### src/rtl/spi_reg_slave_pkg.sv
// Shared definitions for the SPI register slave: FSM states, command byte
// layout and the default status-register address.
package spi_reg_slave_pkg;

  typedef enum logic [1:0] {
    ST_IDLE = 2'd0,
    ST_CMD  = 2'd1,
    ST_DATA = 2'd2,
    ST_DONE = 2'd3
  } spi_state_e;

  localparam int         CMD_RW_BIT    = 7;
  localparam int         CMD_RSV_HI    = 6;
  localparam int         CMD_RSV_LO    = 4;
  localparam int         CMD_ADDR_HI   = 3;
  localparam int         CMD_ADDR_LO   = 0;
  localparam int         ADDR_W        = 4;
  localparam logic [3:0] STAT_ADDR_DEF = 4'hF;

  function automatic logic cmd_rsv_ok(input logic [7:0] cmd);
    return cmd[CMD_RSV_HI:CMD_RSV_LO] == '0;
  endfunction

endpackage

### src/rtl/spi_reg_slave_sync_2ff.sv
// Two-flop synchronizer with a configurable reset value per bit.
module sync_2ff #(
  parameter int           W       = 1,
  parameter logic [W-1:0] RST_VAL = '0
) (
  input  logic         i_clk,
  input  logic         i_rst_n,
  input  logic [W-1:0] i_d,
  output logic [W-1:0] o_q
);

  logic [W-1:0] r_meta;
  logic [W-1:0] r_sync;

  always_ff @(posedge i_clk or negedge i_rst_n) begin
    if (!i_rst_n) begin
      r_meta <= RST_VAL;
      r_sync <= RST_VAL;
    end else begin
      r_meta <= i_d;
      r_sync <= r_meta;
    end
  end

  assign o_q = r_sync;

endmodule

### src/rtl/spi_reg_slave.sv
// SPI mode-0 register slave: 16-bit frames (command, data) into a flop-based
// register file, with a read-only status byte and frame-abort reporting.
module spi_reg_slave
  import spi_reg_slave_pkg::*;
#(
  parameter int              NREG      = 16,
  parameter logic [ADDR_W-1:0] STAT_ADDR = STAT_ADDR_DEF
) (
  input  logic              line_clk,
  input  logic              line_reset_n,
  input  logic              sck,
  input  logic              mosi,
  input  logic              cs_n,
  output logic              miso,
  output logic              miso_oe,
  input  logic [7:0]        stat_in,
  output logic [7:0]        ctrl_out,
  output logic              wr_stb,
  output logic [ADDR_W-1:0] wr_addr,
  output logic [7:0]        wr_data,
  output logic              frame_err
);

  logic w_sck_s, w_mosi_s, w_cs_s;
  logic r_sck_d, r_cs_d;
  logic [1:0] r_arm_cnt;
  logic w_rise, w_fall, w_cs_fall, w_shift_en;

  spi_state_e r_state, w_state_nxt;
  logic w_cmd_done, w_commit, w_abort, w_wr_ok, w_leave;

  logic [3:0]              r_bit_cnt;
  logic [6:0]              r_shift;
  logic [7:0]              r_cmd;
  logic [7:0]              r_rd_byte;
  logic                    r_rd_act;
  logic                    r_miso, r_miso_oe;
  logic                    r_wr_stb, r_frame_err;
  logic [ADDR_W-1:0]       r_wr_addr;
  logic [7:0]              r_wr_data;
  logic [NREG-1:0][7:0]    r_regs;
  logic [7:0]              w_byte;
  logic [ADDR_W-1:0]       w_cmd_addr, w_new_addr;
  logic [7:0]              w_rd_val;

  sync_2ff #(.W(1), .RST_VAL(1'b0)) u_sync_sck (
    .i_clk(line_clk), .i_rst_n(line_reset_n), .i_d(sck),  .o_q(w_sck_s));
  sync_2ff #(.W(1), .RST_VAL(1'b0)) u_sync_mosi (
    .i_clk(line_clk), .i_rst_n(line_reset_n), .i_d(mosi), .o_q(w_mosi_s));
  sync_2ff #(.W(1), .RST_VAL(1'b1)) u_sync_cs (
    .i_clk(line_clk), .i_rst_n(line_reset_n), .i_d(cs_n), .o_q(w_cs_s));

  // The cs_n synchronizer shows its reset value for a few cycles after reset;
  // falls are only trusted once r_cs_d carries a genuinely sampled level, so a
  // frame cut by reset needs a fresh cs_n fall.
  assign w_cs_fall  = (r_arm_cnt == 2'd3) & r_cs_d & ~w_cs_s;
  assign w_rise     = w_sck_s & ~r_sck_d;
  assign w_fall     = ~w_sck_s & r_sck_d;
  assign w_shift_en = ((r_state == ST_CMD) || (r_state == ST_DATA)) && !w_cs_s && w_rise;

  assign w_byte     = {r_shift, w_mosi_s};
  assign w_cmd_addr = r_cmd[CMD_ADDR_HI:CMD_ADDR_LO];
  assign w_new_addr = w_byte[CMD_ADDR_HI:CMD_ADDR_LO];
  assign w_wr_ok    = r_cmd[CMD_RW_BIT] && cmd_rsv_ok(r_cmd) && (w_cmd_addr != STAT_ADDR)
                      && (32'(w_cmd_addr) < NREG);
  assign w_rd_val   = (w_new_addr == STAT_ADDR) ? stat_in :
                      (32'(w_new_addr) < NREG)  ? r_regs[w_new_addr] : 8'h00;

  always_ff @(posedge line_clk or negedge line_reset_n) begin
    if (!line_reset_n) r_state <= ST_IDLE;
    else               r_state <= w_state_nxt;
  end

  always_comb begin
    w_state_nxt = r_state;
    w_cmd_done  = 1'b0;
    w_commit    = 1'b0;
    w_abort     = 1'b0;
    unique case (r_state)
      ST_IDLE: if (w_cs_fall) w_state_nxt = ST_CMD;
      ST_CMD: begin
        if (w_cs_s) begin
          w_state_nxt = ST_IDLE;
          w_abort     = 1'b1;
        end else if (w_rise && r_bit_cnt == 4'd7) begin
          w_state_nxt = ST_DATA;
          w_cmd_done  = 1'b1;
        end
      end
      ST_DATA: begin
        if (w_cs_s) begin
          w_state_nxt = ST_IDLE;
          // a frame with reserved bits set is silently ignored, even when cut short
          w_abort     = cmd_rsv_ok(r_cmd);
        end else if (w_rise && r_bit_cnt == 4'd15) begin
          w_state_nxt = ST_DONE;
          w_commit    = w_wr_ok;
        end
      end
      ST_DONE: if (w_cs_s) w_state_nxt = ST_IDLE;
      default: w_state_nxt = ST_IDLE;
    endcase
  end

  assign w_leave = (w_state_nxt == ST_IDLE) || (w_state_nxt == ST_DONE);

  always_ff @(posedge line_clk or negedge line_reset_n) begin
    if (!line_reset_n) begin
      r_sck_d     <= 1'b0;
      r_cs_d      <= 1'b1;
      r_arm_cnt   <= 2'd0;
      r_bit_cnt   <= 4'd0;
      r_shift     <= 7'd0;
      r_cmd       <= 8'd0;
      r_rd_byte   <= 8'd0;
      r_rd_act    <= 1'b0;
      r_miso      <= 1'b0;
      r_miso_oe   <= 1'b0;
      r_wr_stb    <= 1'b0;
      r_wr_addr   <= '0;
      r_wr_data   <= 8'd0;
      r_frame_err <= 1'b0;
      r_regs      <= '0;
    end else begin
      r_sck_d     <= w_sck_s;
      r_cs_d      <= w_cs_s;
      if (r_arm_cnt != 2'd3) r_arm_cnt <= r_arm_cnt + 2'd1;

      if (r_state == ST_IDLE && w_cs_fall) begin
        r_bit_cnt <= 4'd0;
      end else if (w_shift_en) begin
        r_shift <= w_byte[6:0];
        if (r_bit_cnt != 4'd15) r_bit_cnt <= r_bit_cnt + 4'd1;
      end

      // read byte is frozen at the command boundary
      if (w_cmd_done) begin
        r_cmd     <= w_byte;
        r_rd_act  <= ~w_byte[CMD_RW_BIT] & cmd_rsv_ok(w_byte);
        r_rd_byte <= w_rd_val;
      end

      if (w_leave) begin
        r_miso    <= 1'b0;
        r_miso_oe <= 1'b0;
      end else if (r_state == ST_DATA && w_fall && r_rd_act) begin
        r_miso    <= r_rd_byte[7];
        r_rd_byte <= {r_rd_byte[6:0], 1'b0};
        r_miso_oe <= 1'b1;
      end

      r_wr_stb    <= w_commit;
      r_frame_err <= w_abort;
      if (w_commit) begin
        r_wr_addr          <= w_cmd_addr;
        r_wr_data          <= w_byte;
        r_regs[w_cmd_addr] <= w_byte;
      end
    end
  end

  assign miso      = r_miso;
  assign miso_oe   = r_miso_oe;
  assign ctrl_out  = r_regs[0];
  assign wr_stb    = r_wr_stb;
  assign wr_addr   = r_wr_addr;
  assign wr_data   = r_wr_data;
  assign frame_err = r_frame_err;

endmodule

### config.mk
export PLATFORM = sky130hd
export DESIGN_NAME = spi_reg_slave
export DESIGN_NICKNAME = d
export VERILOG_FILES = /design/src/rtl/spi_reg_slave_pkg.sv /design/src/rtl/spi_reg_slave_sync_2ff.sv /design/src/rtl/spi_reg_slave.sv
export SDC_FILE = /design/constraint.sdc
export NUM_CORES = 1
export LEC_CHECK = 0
export ABC_AREA = 1
export BUFFER_PORTS_ARGS = -buffer_cell sky130_fd_sc_hd__buf_4
export CORE_MARGIN = 2
export CORE_UTILIZATION = 50
export CTS_BUF_LIST = sky130_fd_sc_hd__clkbuf_16
export DETAILED_ROUTE_END_ITERATION = 10
export PLACE_DENSITY = 0.67
export SYNTH_ARGS = -nofsm -noshare
export SYNTH_HDL_FRONTEND = slang
export SYNTH_HIERARCHICAL = 1
export SYNTH_SLANG_ARGS = --single-unit
### constraint.sdc
create_clock -name line_clk -period 5.45 [get_ports line_clk]
set_clock_uncertainty 0.1 [all_clocks]
set_input_delay 1.09 -clock line_clk [delete_from_list [all_inputs] [get_ports line_clk]]
set_output_delay 1.09 -clock line_clk [all_outputs]
set_load 0.05 [all_outputs]
# After elaboration in Yosys (flattened, before gate mapping)
# Index checks and enable logic that the tools add are counted.
# word_totals
reg_bits,184
in_bits,13
output_inout_bits,24
word_cells,117
# op_classes
addsub,2
order_cmp,3
n_eq_ne,11
muxes,32
n_bitwise,10
reduce_logical,22
# op_table
op,n
$bwmux W128,1
$mux W8,6
$bmux W8 S4,1
$demux W8 S4,1
$mux W1,12
$mux W2,6
$mux W4,3
$logic_and A1 B1 Y1,10
$lt A4 B5 Y1 const B,2
$eq A2 B2 Y1 const B,4
$eq A4 B4 Y1 const B,2
$ne A4 B4 Y1 const B,2
$pmux W2 S4,1
$logic_not A3 Y1,2
$reduce_bool A2 Y1,3
$and A1 B1 Y1,5
$not A1 Y1,5
$add A4 B1 Y4 const B,1
$eq A4 B3 Y1 const B,1
$ge A4 B1 Y1 const B,1
$logic_not A2 Y1,2
$reduce_and A2 Y1,2
$add A2 B1 Y2 const B,1
$eq A2 B1 Y1 const B,1
other kinds (4),5

# Depth between registers and ports, before layout
# logic_depth
depth_word,9
ltp_mapped,14
mapped_depth_nobuf,14

# By module
# Netlist, hierarchy kept.
# by_module_without_submodules
module,instances,cells_each,area_per_inst_um2,seq_area_each_um2
spi_reg_slave,1,1081,8301.7,4255.3
sync_2ff at u_sync_mosi ...,2,2,50.0,50.0
sync_2ff at u_sync_cs,1,2,52.6,52.6

# Worst setup path after synthesis
# OpenSTA, ideal clock, no wires.
# synth_timing
path_kind,reg2reg
startpoint,register r_state[0]
endpoint,register r_regs[57] (netlist name)
setup_ns,0.130
arrival_ns,1.763
required_ns,5.220
path_slack_ns,3.457
stages_incl_launch_ff,11
n_path_buf,1
synth_period_minus_slack_ns,1.993
path_cell_list,dfrtp_1 inv_1 ha_1 inv_1 nor2_1 nand3_2 nor3_4 nand3_2 buf_2 nand2_1 o21ai_1
# synth_between
elab_chain_len,2
# synth_lines
element,line_no,rtl
start: declaration,spi_reg_slave.sv:29,"spi_state_e r_state, w_state_nxt;"
start signal: assignment,spi_reg_slave.sv:71,else r_state <= w_state_nxt;
$eq A2 B2 Y1,spi_reg_slave.sv:79,unique case (r_state)
$mux W1,spi_reg_slave.sv:79,
end signal: indexed assignment,spi_reg_slave.sv:157,r_regs[w_cmd_addr] <= w_byte;
end: declaration,spi_reg_slave.sv:41,logic [NREG-1:0][7:0] r_regs;
# No other way between the ends.
# A chain may end at the register's enable or synchronous reset.

# Worst setup path after layout
# layout_timing
startpoint,register r_state[0]
endpoint,register r_regs[31] (netlist name)
# The elaborated chain is that of the path after synthesis.

==> flow_summary.ini <==
[synthesis]
synth_top_cell_by_area = dfrtp_1
ys_seq_elements = 176
syn_inst = 1087
synth.most_common_cell = nand2_1
netlist_top_cells_area = dfrtp_1 51%, nand2_1 14%, o21ai_0 5.7%
synthFlopType = dfrtp_1
synth_edf_count = 0
yosys_warnings = 6
synth_cell_types = 31
synthDominantCellAreaShare = 0.512
syn_nets = 1107
avgSynthCellArea_um2 = 7.78
synthTopCellsByCount = 323 x nand2_1, 173 x dfrtp_1, 121 x inv_1, 116 x nor2_1, 97 x o21ai_0
syn-cell-area_mm2 = 0.00845
async_flop_share = 1.00
ys_seq_area_frac = 0.521

[global_route]
grtUsageTotal = 0.248
globalRouteOverflowTotal = 0
grt_pass1_wl_mm = 34.6
antenna_found_initial = 0
grt_max_degree = 94
first_global_vias = 6537

[sta]
relSlewSlack = 0.246
rsz0062_at_grt = false
tightest_slew_ps = 1120
drv_slew = 0
finalSetupTns_ps = 0
fin_crit_sh = 0.489
fmax_mhz = 375
holdWs_ps = 247
setup_viol = 0
hold_viol = 0
period_needed_ps = 2660
layout_setup_ws_ps = 2790

[route]
drtIter0Drc = 636
via_per_inst = 5.18
ant_nets = 0
wl_per_cell_um = 15.5
drt_first_pass_iters = 5
drc_errors = 0
wl_mm = 20.5
vias = 6866

[floorplanning]
boundaryPins = 37
fp-row-count = 47
dieArea_mm2 = 0.0180
fp.dieH_um = 134
die_w_um = 134
core_mm2 = 0.0166
initial_core_util = 0.510

[setup_path]
start_kind = register
cpMostUsedCell = inv_1
slowest_delay_ps = 880
cp_slowest_cell = nor3_2
rrSetupSlack_ps = 2790
worst_ep_required_time_ps = 5670
crit_arrival_ps = 2890
end_kind = register
r2r-start = r_state[0]
crit_fanout = 16
r2r-end = r_regs[31]
worstSetupPathType = reg2reg
cp_cell_sequence = inv_1 > ha_1 > inv_1 > nor4_1 > nand3_1 > nor3_2 > nand2_1 > o21ai_0 > inv_1
worstRegToRegCells = 9

[finish]
drive_gt1_frac = 0.0878
fin_area_mm2 = 0.00935
fill_cells = 1588
area_growth_pct = 10.6
finalNetCount = 1112
diodes = 0

[placed_design]
gp_congestion = 0.859
hpwl_mm = 13.2
portBuffers = 36
place_worst_setup_slack_ps = 2780
dpl_cell_area_mm2 = 0.00877

[worst_hold_path]
holdPathStages = 0
min_to = u_sync_mosi/o_q
min_path_type = reg2reg
hp-start = u_sync_mosi/r_meta

[clock_tree]
holdBufCountCts = 0
htreeDepth = 4
cts_buffer_depth = 2
cts.sinks = 176
clk_pin_slew_ps = 60
cts_setup_buffers = 0
root_buffer = clkbuf_16
cts_buffers = 17
cts_tree = done
cts_resized = 0
clk_latency_ps = 430

[pwr]
total_leakage_power_nw = 5.00
power_mw = 3.18
ir_drop_mv = 0.243
powerDensity_mw_per_mm2 = 341

[run]
cap_violations = 0

[status]
status = complete, no violations
[sequential cells by signal (all words and copies together), names as in the netlist, 4 cells and up]
register,flops
r_cmd,8
ctrl_out,8
r_rd_byte,8
wr_data,8
wr_addr,4
r_bit_cnt,4
r_shift,7
r_regs,112
[how the worst max path moves through the flow]
stage | start | end | slack, ps | depth (start not counted)
final | r_state[0] | r_regs[31] | 2790 | 9
after floorplan | r_state[0] | r_regs[57] | 3460 | 10
after global routing | r_state[0] | r_regs[31] | 2470 | 9
after global placement | r_state[0] | r_regs[27] | 2770 | 9
after detailed placement | r_state[0] | r_regs[25] | 2780 | 9
after CTS | r_state[0] | r_regs[31] | 2750 | 9
[placed cells by master, fill, tap and decap left out, types with 3 or more instances in the layout]
master     Yosys  final
nand2_1      323    323
dfrtp_1      173    172
inv_1        121    122
nor2_1       116    116
o21ai_0       97     97
a21oi_1       54     54
nand3_1       47     47
buf_4          8     45
o21ai_1       32     32
clkbuf_16      0     17
clkinv_1       6     11
nor3_1        10     10
nand3_2        9      9
ha_1           7      7
a21boi_0       6      6
nand2_2        4      4
o211ai_1       4      4
bufinv_16      0      3
clkinv_2       0      3
dfstp_2        3      3
[worst max-delay path: cells and delay by family, from the launching register on]
kind | cells | cell delay, ps
AND/OR/NAND/NOR | 4 | 1420
buffers and inverters | 3 | 300
flip-flops | 1 | 400
AO/OA/AOI/OAI | 1 | 120
adder cells (fa/ha/maj) | 1 | 210
[per-layer routing]
metal,wire [um],global-route usage,vias up
met4,281,0.0690,0
met1,9870,0.362,3270
met5,0,0,-
met2,9420,0.382,167
li1,-,-,3403
met3,963,0.0480,26
[where the power goes]
group,internal [mW],switching (mW)
sequential,1.34,0.0306
clock,0.709,0.509
combinational,0.134,0.465
[metrics by stage]
| stage | util | instances |
|---|---|---|
| global route | 0.564 | 1325 |
| CTS | 0.564 | 1325 |
| global placement | 0.529 | 1293 |
| finish | 0.564 | 1325 |
| floorplan | - | 1087 |
| detailed placement | 0.529 | 1293 |
[cell families (layout without fill, tap and decap cells)]
logic type                 after synthesis  after routing  share of synthesized area
xor gates and xnor gates                 1              1                    0.00104
adders and majority gates                7              7                     0.0104
DFF                                    176            176                      0.521
buffers and inverters                  188            206                     0.0937
muxes                                    1              1                    0.00133
and+or+nand+nor                        519            519                      0.254
AOI/OAI and AO/OA                      195            195                      0.119
[layout make-up]
type	count	area, um2	area share
tap	220	275	0.0295
multi-input combinational	723	3250	0.348
sequential	176	4410	0.472
clock buffer	17	425	0.0455
inverter	128	480	0.0514
timing repair buffer	46	349	0.0373
clock inverter	15	153	0.0163
No activity file was read; power rests on OpenSTA's default activity.
